## src/rtl/multicycle_control_fsm.sv

```systemverilog
// Multi-cycle, non-pipelined control unit sitting behind the fetch/PC unit.
// One instruction in flight: FETCH -> DECODE -> {EXEC [-> MEM] [-> WB] | BRANCH | HALT}.
module multicycle_control_fsm #(
    parameter logic ILLEGAL_HALT = 1'b1
) (
    input  logic        Clk,
    input  logic        Reset,
    input  logic [31:0] Instr,
    input  logic        ALU_zero,
    output logic        PC_Reset,
    output logic        PC_LdEn,
    output logic        PC_sel,
    output logic [31:0] PC_Immed,
    output logic [31:0] IR,
    output logic [31:0] Immed,
    output logic        RF_WrEn,
    output logic        RF_WrDst_sel,
    output logic        RF_WrData_sel,
    output logic        ALU_Bin_sel,
    output logic [3:0]  ALU_func,
    output logic        MEM_WrEn,
    output logic        Illegal,
    output logic [2:0]  State
);

    typedef enum logic [2:0] {
        ST_INIT   = 3'd0,
        ST_FETCH  = 3'd1,
        ST_DECODE = 3'd2,
        ST_EXEC   = 3'd3,
        ST_MEM    = 3'd4,
        ST_WB     = 3'd5,
        ST_BRANCH = 3'd6,
        ST_HALT   = 3'd7
    } state_t;

    typedef enum logic [2:0] {
        OP_RTYPE = 3'd0,
        OP_ADDI  = 3'd1,
        OP_LW    = 3'd2,
        OP_SW    = 3'd3,
        OP_BEQ   = 3'd4,
        OP_B     = 3'd5,
        OP_ILL   = 3'd6
    } op_t;

    localparam logic [5:0] OPC_RTYPE = 6'b000000;
    localparam logic [5:0] OPC_ADDI  = 6'b001000;
    localparam logic [5:0] OPC_LW    = 6'b100011;
    localparam logic [5:0] OPC_SW    = 6'b101011;
    localparam logic [5:0] OPC_BEQ   = 6'b000100;
    localparam logic [5:0] OPC_B     = 6'b000010;

    function automatic op_t decode_op(input logic [5:0] opcode, input logic [5:0] funct);
        op_t op;
        case (opcode)
            OPC_RTYPE: op = (funct[5:4] == 2'b10) ? OP_RTYPE : OP_ILL;
            OPC_ADDI:  op = OP_ADDI;
            OPC_LW:    op = OP_LW;
            OPC_SW:    op = OP_SW;
            OPC_BEQ:   op = OP_BEQ;
            OPC_B:     op = OP_B;
            default:   op = OP_ILL;
        endcase
        return op;
    endfunction

    function automatic logic [31:0] sext16(input logic [15:0] v);
        return {{16{v[15]}}, v};
    endfunction

    // ALU operation for the execute-side states; R-type carries its own code in funct[3:0]
    function automatic logic [3:0] exec_alu_func(input op_t op, input logic [3:0] funct_lo);
        logic [3:0] f;
        case (op)
            OP_RTYPE: f = funct_lo;
            OP_BEQ:   f = 4'b0001;
            default:  f = 4'b0000;
        endcase
        return f;
    endfunction

    function automatic logic exec_bin_sel(input op_t op);
        logic b;
        case (op)
            OP_ADDI, OP_LW, OP_SW: b = 1'b1;
            default:               b = 1'b0;
        endcase
        return b;
    endfunction

    state_t      state_q, state_d;
    logic [31:0] ir_q, ir_d;
    logic [31:0] immed_q, immed_d;
    logic [31:0] pc_immed_q, pc_immed_d;
    logic        illegal_q, illegal_d;
    op_t         instr_op_s;
    op_t         ir_op_s;

    assign instr_op_s = decode_op(Instr[31:26], Instr[5:0]);
    assign ir_op_s    = decode_op(ir_q[31:26], ir_q[5:0]);

    // State and instruction registers; async reset returns straight to INIT
    always_ff @(posedge Clk or negedge Reset) begin
        if (!Reset) begin
            state_q    <= ST_INIT;
            ir_q       <= 32'h0000_0000;
            immed_q    <= 32'h0000_0000;
            pc_immed_q <= 32'h0000_0000;
            illegal_q  <= 1'b0;
        end else begin
            state_q    <= state_d;
            ir_q       <= ir_d;
            immed_q    <= immed_d;
            pc_immed_q <= pc_immed_d;
            illegal_q  <= illegal_d;
        end
    end

    // Next-state logic and instruction capture at the end of DECODE
    always_comb begin
        state_d    = state_q;
        ir_d       = ir_q;
        immed_d    = immed_q;
        pc_immed_d = pc_immed_q;
        illegal_d  = illegal_q;
        case (state_q)
            ST_INIT:  state_d = ST_FETCH;
            ST_FETCH: state_d = ST_DECODE;
            ST_DECODE: begin
                ir_d       = Instr;
                immed_d    = sext16(Instr[15:0]);
                pc_immed_d = {immed_d[29:0], 2'b00};
                case (instr_op_s)
                    OP_RTYPE, OP_ADDI, OP_LW, OP_SW: state_d = ST_EXEC;
                    OP_BEQ, OP_B:                    state_d = ST_BRANCH;
                    default: begin
                        // the flag records every illegal word, even when it is retired as a NOP
                        illegal_d = 1'b1;
                        if (ILLEGAL_HALT == 1'b1) begin
                            state_d = ST_HALT;
                        end else begin
                            state_d = ST_BRANCH;
                        end
                    end
                endcase
            end
            ST_EXEC: begin
                if (ir_op_s == OP_LW || ir_op_s == OP_SW) begin
                    state_d = ST_MEM;
                end else begin
                    state_d = ST_WB;
                end
            end
            ST_MEM: begin
                if (ir_op_s == OP_LW) begin
                    state_d = ST_WB;
                end else begin
                    state_d = ST_FETCH;
                end
            end
            ST_WB:     state_d = ST_FETCH;
            ST_BRANCH: state_d = ST_FETCH;
            ST_HALT:   state_d = ST_HALT;
            default:   state_d = ST_INIT;
        endcase
    end

    // Moore decode of state and IR; ALU_zero -> PC_sel is the only input-to-output path
    always_comb begin
        PC_Reset      = 1'b0;
        PC_LdEn       = 1'b0;
        PC_sel        = 1'b0;
        RF_WrEn       = 1'b0;
        RF_WrDst_sel  = 1'b0;
        RF_WrData_sel = 1'b0;
        ALU_Bin_sel   = 1'b0;
        ALU_func      = 4'b0000;
        MEM_WrEn      = 1'b0;
        PC_Immed      = pc_immed_q;
        IR            = ir_q;
        Immed         = immed_q;
        Illegal       = illegal_q;
        State         = state_q;
        case (state_q)
            ST_INIT: PC_Reset = 1'b1;
            ST_FETCH, ST_DECODE, ST_HALT: begin
            end
            ST_EXEC: begin
                ALU_func    = exec_alu_func(ir_op_s, ir_q[3:0]);
                ALU_Bin_sel = exec_bin_sel(ir_op_s);
            end
            ST_MEM: begin
                ALU_func    = exec_alu_func(ir_op_s, ir_q[3:0]);
                ALU_Bin_sel = exec_bin_sel(ir_op_s);
                if (ir_op_s == OP_SW) begin
                    MEM_WrEn = 1'b1;
                    PC_LdEn  = 1'b1;
                end else begin
                    MEM_WrEn = 1'b0;
                    PC_LdEn  = 1'b0;
                end
            end
            ST_WB: begin
                // ALU controls stay stable so the result being written does not move
                ALU_func      = exec_alu_func(ir_op_s, ir_q[3:0]);
                ALU_Bin_sel   = exec_bin_sel(ir_op_s);
                RF_WrEn       = 1'b1;
                RF_WrDst_sel  = (ir_op_s == OP_RTYPE);
                RF_WrData_sel = (ir_op_s == OP_LW);
                PC_LdEn       = 1'b1;
            end
            ST_BRANCH: begin
                ALU_func = 4'b0001;
                PC_LdEn  = 1'b1;
                case (ir_op_s)
                    OP_B:    PC_sel = 1'b1;
                    OP_BEQ:  PC_sel = ALU_zero;
                    default: PC_sel = 1'b0;
                endcase
            end
            default: PC_Reset = 1'b1;
        endcase
    end

endmodule

```

## config.mk

```make
export PLATFORM = sky130hd
export DESIGN_NAME = multicycle_control_fsm
export DESIGN_NICKNAME = d
export VERILOG_FILES = /design/src/rtl/multicycle_control_fsm.sv
export SDC_FILE = /design/constraint.sdc
export NUM_CORES = 1
export LEC_CHECK = 0
export BUFFER_PORTS_ARGS = -buffer_cell sky130_fd_sc_hd__buf_2
export CORE_MARGIN = 2
export CORE_UTILIZATION = 30
export CTS_CLUSTER_SIZE = 12
export DETAILED_ROUTE_END_ITERATION = 12
export GPL_ROUTABILITY_DRIVEN = 1
export HOLD_SLACK_MARGIN = 0.05
export SYNTH_ARGS = -nofsm -noshare
export SYNTH_HDL_FRONTEND = slang
export SYNTH_SLANG_ARGS = --single-unit
export TNS_END_PERCENT = 1
```

## constraint.sdc

```tcl
create_clock -name Clk -period 2.59 [get_ports Clk]
set_input_delay 0.518 -clock Clk [delete_from_list [all_inputs] [get_ports Clk]]
set_output_delay 0.518 -clock Clk [all_outputs]
set_load 0.03 [all_outputs]
```

# Word-level counts from Yosys, hierarchy flattened
# Index checks and enable logic that the tools add are counted.
# word_totals
regBits,68
out_inout_bits,112
input_bits,35
wordCells,70
# classes
bitwise,1
n_reduce_logical,14
n_mux,21
n_eq_ne,29
# op_table
cell,n
3-bit case mux with 6 select lines,3
3-bit equality test (second input constant),8
6-bit equality test (second input constant),4
3-bit by 2-bit equality test with 1-bit output (second input constant),6
4-bit case mux with 2 select lines,2
6-bit by 2-bit equality test with 1-bit output (second input constant),2
6-bit by 3-bit equality test with 1-bit output (second input constant),2
6-bit by 4-bit equality test with 1-bit output (second input constant),2
6-bit zero test,2
1-bit two-way mux,10
3-bit by 1-bit equality test with 1-bit output (second input constant),3
3-bit zero test,3
3-bit two-way mux,3
3-bit OR reduction,3
3-bit case mux with 2 select lines,1
6-bit OR reduction,1
2-bit equality test (second input constant),2
1-bit case mux with 2 select lines,2
2-bit OR reduction,2
4-bit OR reduction,1
2-bit AND reduction,1
1-bit logical OR,1
1-bit NOT,1

# Logic depth before layout (Yosys ltp)
# Gate-level depths: netlist of run 1.
# logic_depth
ltp_word,7
depth_mapped,6
mapped_depth_nobuf,5

# Least setup slack after synthesis of run 1
# OpenSTA, ideal clock, no wires.
# synth_timing
path_kind,flip-flop to output port
from,register ir_q[26] (netlist: IR[26])
to,output port PC_sel
arrival_time_ns,2.223
stages_incl_launch_ff,4
path_buffers,0
path_slack_ns,-0.151
path_cell_list,dfrtp_1 > or4_1 > nor2_1 > nor4b_1
# synth_between
elab_chain_len,5
# synth_rtl
element,line_no,source
"start, declared",93,"logic [31:0] ir_q, ir_d;"
"start signal, assigned",113,ir_q <= ir_d;
6-bit by 2-bit equality test with 1-bit output (tied with other cells),56,case (opcode)
3-bit case mux with 6 select lines *,56,
3-bit equality test,216,case (ir_op_s)
1-bit case mux with 2 select lines *,216,
1-bit two-way mux *,185,case (state_q)
"end, declared",12,"output logic PC_sel,"
# Every way passes the cells marked *; elsewhere a longest branch is shown, timed or not.

# Worst setup path after layout of run 1
# layout_timing
from,register ir_q[26] (netlist: IR[26])
to,output port ALU_func[0]
# layout_between
elab_chain_len,5
# layout_rtl
element,line_no,source
6-bit by 2-bit equality test with 1-bit output (tied with other cells),56,
3-bit case mux with 6 select lines *,56,
3-bit equality test / 3-bit zero test (equally long branches),75,case (op)
4-bit case mux with 2 select lines *,75,
4-bit case mux with 2 select lines *,185,
"end, declared",20,"output logic [3:0] ALU_func,"
# Marked as above.

==> results.toml, run 1 <==
[placement]
dp_cells = 374
place.port_buffers = 144
post-place-ws_ns = 0.323
place.gp.congestion = 0.800
dp_hpwl_mm = 3.73

[cts]
clk_latency_ns = 0.28
cts_sinks = 36
cts_root_buffer = "clkbuf_8"
cts_buffer_depth = 2
cts_setup_buffers = 0
numCtsBuffers = 5
cts.clk_slew.worst_paths_ns = 0.08
cts_max_level = 2
cts_tree = "yes"

[global_routing]
first_global_vias = 1355
grt_first_pass_wirelength_mm = 6.89
antenna_found_initial = 0
grt_max_degree = 37
grt_use_total_pct = 11.7
grt-ovfl-total = 0

[routing]
wl_mm = 4.93
vias = 1678
wl_per_cell_um = 12.9
drt-met1-wl_mm = 2.01
drt_iter0_drc = 52
drcViolationCount = 0
postRouteAntennaNets = 0
highest_layer = "met4"
wl_met2_mm = 2.40
dr.pass1.iters = 4
wl_met3_um = 475
routed_via_density = 4.39

[flow_run]
maxCapViolCount = 0

[layout]
multi_input_area_um2 = 768
seq_area_um2 = 902
drive_gt1_share_pct = 67.8
diodes = 0
fin_nets = 320
final_cells = 382
area_growth_pct = 22.4
fillers = 706

[sta]
setup_viol = 0
slew_headroom_pct = 43.6
setup_slack_ns = 0.0659
min_period_ns = 2.52
tightest_slew_ns = 0.846
hold_violations = 0
drv_slew = 0
skew_ns = 0.00526
timing.fmax_mhz = 396
min_period_over_period_pct = 97.5

[worst_setup_path]
crit_family = "simple AND/OR/NAND/NOR gates"
end_kind = "primary output"
startpoint_type = "flip-flop"
path_buf_inv = 1
crit_type = "reg -> out"
crit_path_top_delay_cell = "or4_4"
cp.required_ns = 2.07
arrival_ns = 2.01
max_stage_delay_ns = 0.54
cp_max_fo = 7
crit_chain = "or4_4, nor2_2, a2bb2oi_2, o211ai_1, o21ai_0, buf_4"

[synthesis]
seq_area_frac_synth_pct = 41.8
yosysMostFrequentCell = "buf_4"
synth_seq_cells = 36
ys.flop_type = "dfrtp_1"
synth_commonest_cells = "buf_4, dfrtp_1, mux2_2"
synth_edf_count = 0
synth.area.top_cells = "dfrtp_1, buf_4, mux2_2"
postSynthAreaPerCell_um2 = 10.7
synth_cells = 201
synth_top_area_share_pct = 41.8
async_reset_ff_share_pct = 100
ys_types = 33
yosysTopAreaCell = "dfrtp_1"
synthesis.area_um2 = 2150
yosys_warnings = 0

[die]
die_y_um = 88.7
ioPinCount = 147
start_util_pct = 31.3
fp-row-count = 30
die_area_um2 = 7870
die_w_um = 88.7
core_um2 = 6870

[outcome]
status = "finished clean"

[worst_hold_path]
hold_class = "in -> async"
==> worst paths after layout <==
path,cells after the start,to,slack [ns],startpoint
worst max register to register,4,IR[23],0.60,State[1]
worst min-delay path,1,IR[22],0.34,Reset
max in group asynchronous,1,IR[26],1.68,Reset
worst max-delay path,6,ALU_func[0],0.07,IR[26]
min in group Clk,2,IR[16],0.46,Instr[16]
worst min register to register,1,Illegal,0.47,Illegal
==> placed cells by master, fill, tap and decap left out, drive strengths merged <==
| cell type | count |
|---|---|
| a211o | 1 |
| a21bo | 1 |
| a21o | 2 |
| a21oi | 3 |
| a2bb2oi | 1 |
| a311o | 1 |
| and2 | 3 |
| buf | 145 |
| clkbuf | 7 |
| clkinvlp | 1 |
| conb | 2 |
| dfrtp | 36 |
| inv | 2 |
| maj3 | 1 |
| mux2 | 31 |
| nand2 | 6 |
| nand3 | 3 |
| nand4b | 1 |
| nor2 | 10 |
| nor2b | 5 |
| nor3 | 6 |
| nor4 | 1 |
| nor4b | 1 |
| o211a | 1 |
| o211ai | 1 |
| o21ai | 3 |
| o21bai | 1 |
| o31ai | 1 |
| o32ai | 1 |
| or3 | 4 |
| or4 | 1 |
| xnor2 | 3 |
==> repair_timing <==
item,CTS,global route
endpoints found under the setup margin,1,4
resized for setup,1,6
pin swaps,0,1
hold buffers,0,0
==> flip-flops by register name, indices dropped and copies added, names as in the netlist <==
name     flops
Illegal      1
State        3
IR          32
==> logic make-up after synthesis <==
| family | count (synthesis) | share of synthesized area [%] |
|---|---|---|
| adders and majority gates | 1 | 0.523 |
| other | 1 | 0.174 |
| buffers and inverters | 71 | 24.2 |
| and+or+nand+nor | 41 | 9.82 |
| xor gates and xnor gates | 3 | 1.22 |
| AOI/OAI and AO/OA | 17 | 5.99 |
| muxes | 31 | 16.2 |
| DFF | 36 | 41.8 |
==> area by class of cell <==
cell class / instances / area share (%)
Inverter: 2 / 0.285
Clock buffer: 7 / 3.28
Clock inverter: 1 / 0.285
Sequential cell: 36 / 34.2
Timing Repair Buffer: 145 / 28.2
Tap cell: 96 / 4.56
Multi-Input combinational cell: 95 / 29.2
==> routing by layer <==
layer / up-vias / global-route usage (%)
li1: 784 / -
met1: 792 / 14.2
met2: 98 / 19.1
met3: 4 / 4.01
met4: 0 / 4.13
met5: - / 0
==> metrics by stage <==
step	utilization (%)	hold WS (ns)	setup TNS [ns]	instance area, µm²
detailed placement	36.6	0.455	0	2520
finish	38.4	0.338	0	2640
global placement	36.6	0.450	0	2520
CTS	38.1	0.374	0	2610
floorplan	-	0.222	0	2160
global route	38.4	0.389	-0.0208	2640
Power of run 1 is left out: the tool's default activity adds up to more than one toggle a clock period on the data nets, which glitch-free logic cannot reach.
==> run 2: changes to the inputs <==
--- a/config.mk
+++ b/config.mk
@@ -7,11 +7,12 @@
 export LEC_CHECK = 0
 export BUFFER_PORTS_ARGS = -buffer_cell sky130_fd_sc_hd__buf_2
 export CORE_MARGIN = 2
-export CORE_UTILIZATION = 30
+export CORE_UTILIZATION = 45
 export CTS_CLUSTER_SIZE = 12
 export DETAILED_ROUTE_END_ITERATION = 12
 export GPL_ROUTABILITY_DRIVEN = 1
 export HOLD_SLACK_MARGIN = 0.05
+export PLACE_DENSITY = 0.86
 export SYNTH_ARGS = -nofsm -noshare
 export SYNTH_HDL_FRONTEND = slang
 export SYNTH_SLANG_ARGS = --single-unit
==> run 2 against run 1 <==
Net effect: wire length is 13% lower; hold slack worse by 0.026 ns; register-to-register slack better by 0.09 ns; design area decreased by 3.0%; critical endpoint unchanged; sequential share of layout area increased by 1.1 points; global-route usage up 4.3 points; clock skew up 0.0026 ns; non-clock buffer count stayed put; critical path depth is the same.
==> results.toml, run 2 (synthesis results as in run 1) <==
[outcome]
status = "finished clean"

[sta]
min_period_ns = 2.52
hold_violations = 0
setup_slack_ns = 0.0731
rsz0062_at_grt = "yes"
drv_slew = 0
skew_ns = 0.00791
timing.fmax_mhz = 397
setup_viol = 0
min_period_over_period_pct = 97.2
slew_headroom_pct = 47.5
tightest_slew_ns = 0.788
setup_tns_ns = 0

[layout]
largest_register_ffs = 32
fin_nets = 320
finish.utilization_pct = 54.8
diodes = 0
drive_gt1_share_pct = 67.4
fin_area_um2 = 2560
layout_common_cells = "buf_2, dfrtp_1, mux2_2"
layout_commonest_cell = "buf_2"
area_growth_pct = 18.7

[cts]
cts_buffer_depth = 2
cts_sinks = 36
cts_max_level = 2
cts.clk_slew.worst_paths_ns = 0.07
cts_root_buffer = "clkbuf_8"
cts_tree = "yes"
clk_latency_ns = 0.28
cts_setup_buffers = 0
numCtsBuffers = 5

[global_routing]
antenna_found_initial = 0
grt_use_total_pct = 16.0
grt-ovfl-total = 0
grt_first_pass_wirelength_mm = 6.49
grt_max_degree = 37
first_global_vias = 1395

[die]
start_util_pct = 46.2
die_w_um = 73.2
core_um2 = 4660
ioPinCount = 147
die_area_um2 = 5350
fp-row-count = 25
die_y_um = 73.2

[routing]
wl_mm = 4.27
dr.pass1.iters = 4
postRouteAntennaNets = 0
wl_per_cell_um = 12.6
routed_via_density = 4.94
vias = 1676
drt_iter0_drc = 48
drcViolationCount = 0

[placement]
post-place-ws_ns = 0.354
place.gp.congestion = 0.947
place_area_um2 = 2450
place.port_buffers = 144
dp_hpwl_mm = 3.35

[worst_setup_path]
cp.required_ns = 2.07
crit_path_top_delay_cell = "or4_1"
cp_max_fo = 7
arrival_ns = 2.00
crit_type = "reg -> out"
end_kind = "primary output"
max_stage_delay_ns = 0.53
startpoint_type = "flip-flop"
crit_chain = "or4_1, nor2_1, a2bb2oi_1, o211ai_1, o21ai_0, buf_4"

[worst_hold_path]
hold_class = "in -> async"

[flow_run]
maxCapViolCount = 0
-- run 2: what timing repair did --
| action | in CTS | in global routing |
|---|---|---|
| hold buffers | 0 | 0 |
| gates resized for setup | 0 | 4 |
| setup endpoints to repair | 0 | 5 |
-- run 2: routing by layer --
| metal | vias to the layer above | GRT usage, % | share of wire (%) |
|---|---|---|---|
| met5 | - | 0 | 0 |
| met3 | 10 | 4.14 | 9.0 |
| met2 | 95 | 26.7 | 51 |
| li1 | 785 | - | - |
| met4 | 0 | 7.82 | 2.0 |
| met1 | 786 | 19.0 | 37 |
-- run 2: final timing paths --
kind	start	endpoint	slack [ns]	cells past startpoint
max	IR[26]	ALU_func[0]	0.07	6
min	Reset	IR[30]	0.31	1
max reg2reg	State[1]	IR[21]	0.69	4
min reg2reg	Illegal	Illegal	0.46	1
max in group asynchronous	Reset	IR[29]	1.72	1
min in group Clk	Illegal	Illegal	0.46	1
-- run 2: through the flow --
stage	std cells	hold slack, ns
2_1_floorplan	202	0.222
3_3_place_gp	332	0.455
3_5_place_dp	332	0.454
4_1_cts	339	0.342
5_1_grt	339	0.373
6_report	339	0.312
-- run 2: area by class of cell --
cell class | instances | area (µm²)
clock buffers | 7 | 96.3
well taps | 54 | 67.6
flip-flops and latches | 36 | 903
inverters | 2 | 7.51
fillers | 437 | 2100
repair buffers | 145 | 731
multi-input cells | 95 | 751
-- run 2: critical path, delay by kind of cell, from the launching register on --
kind                   cells  cell delay (ns)
DFF                        1             0.45
buffers and inverters      1             0.18
and+or+nand+nor            2             0.68
AOI/OAI and AO/OA          3             0.42
Power of run 2 is left out for the same reason.
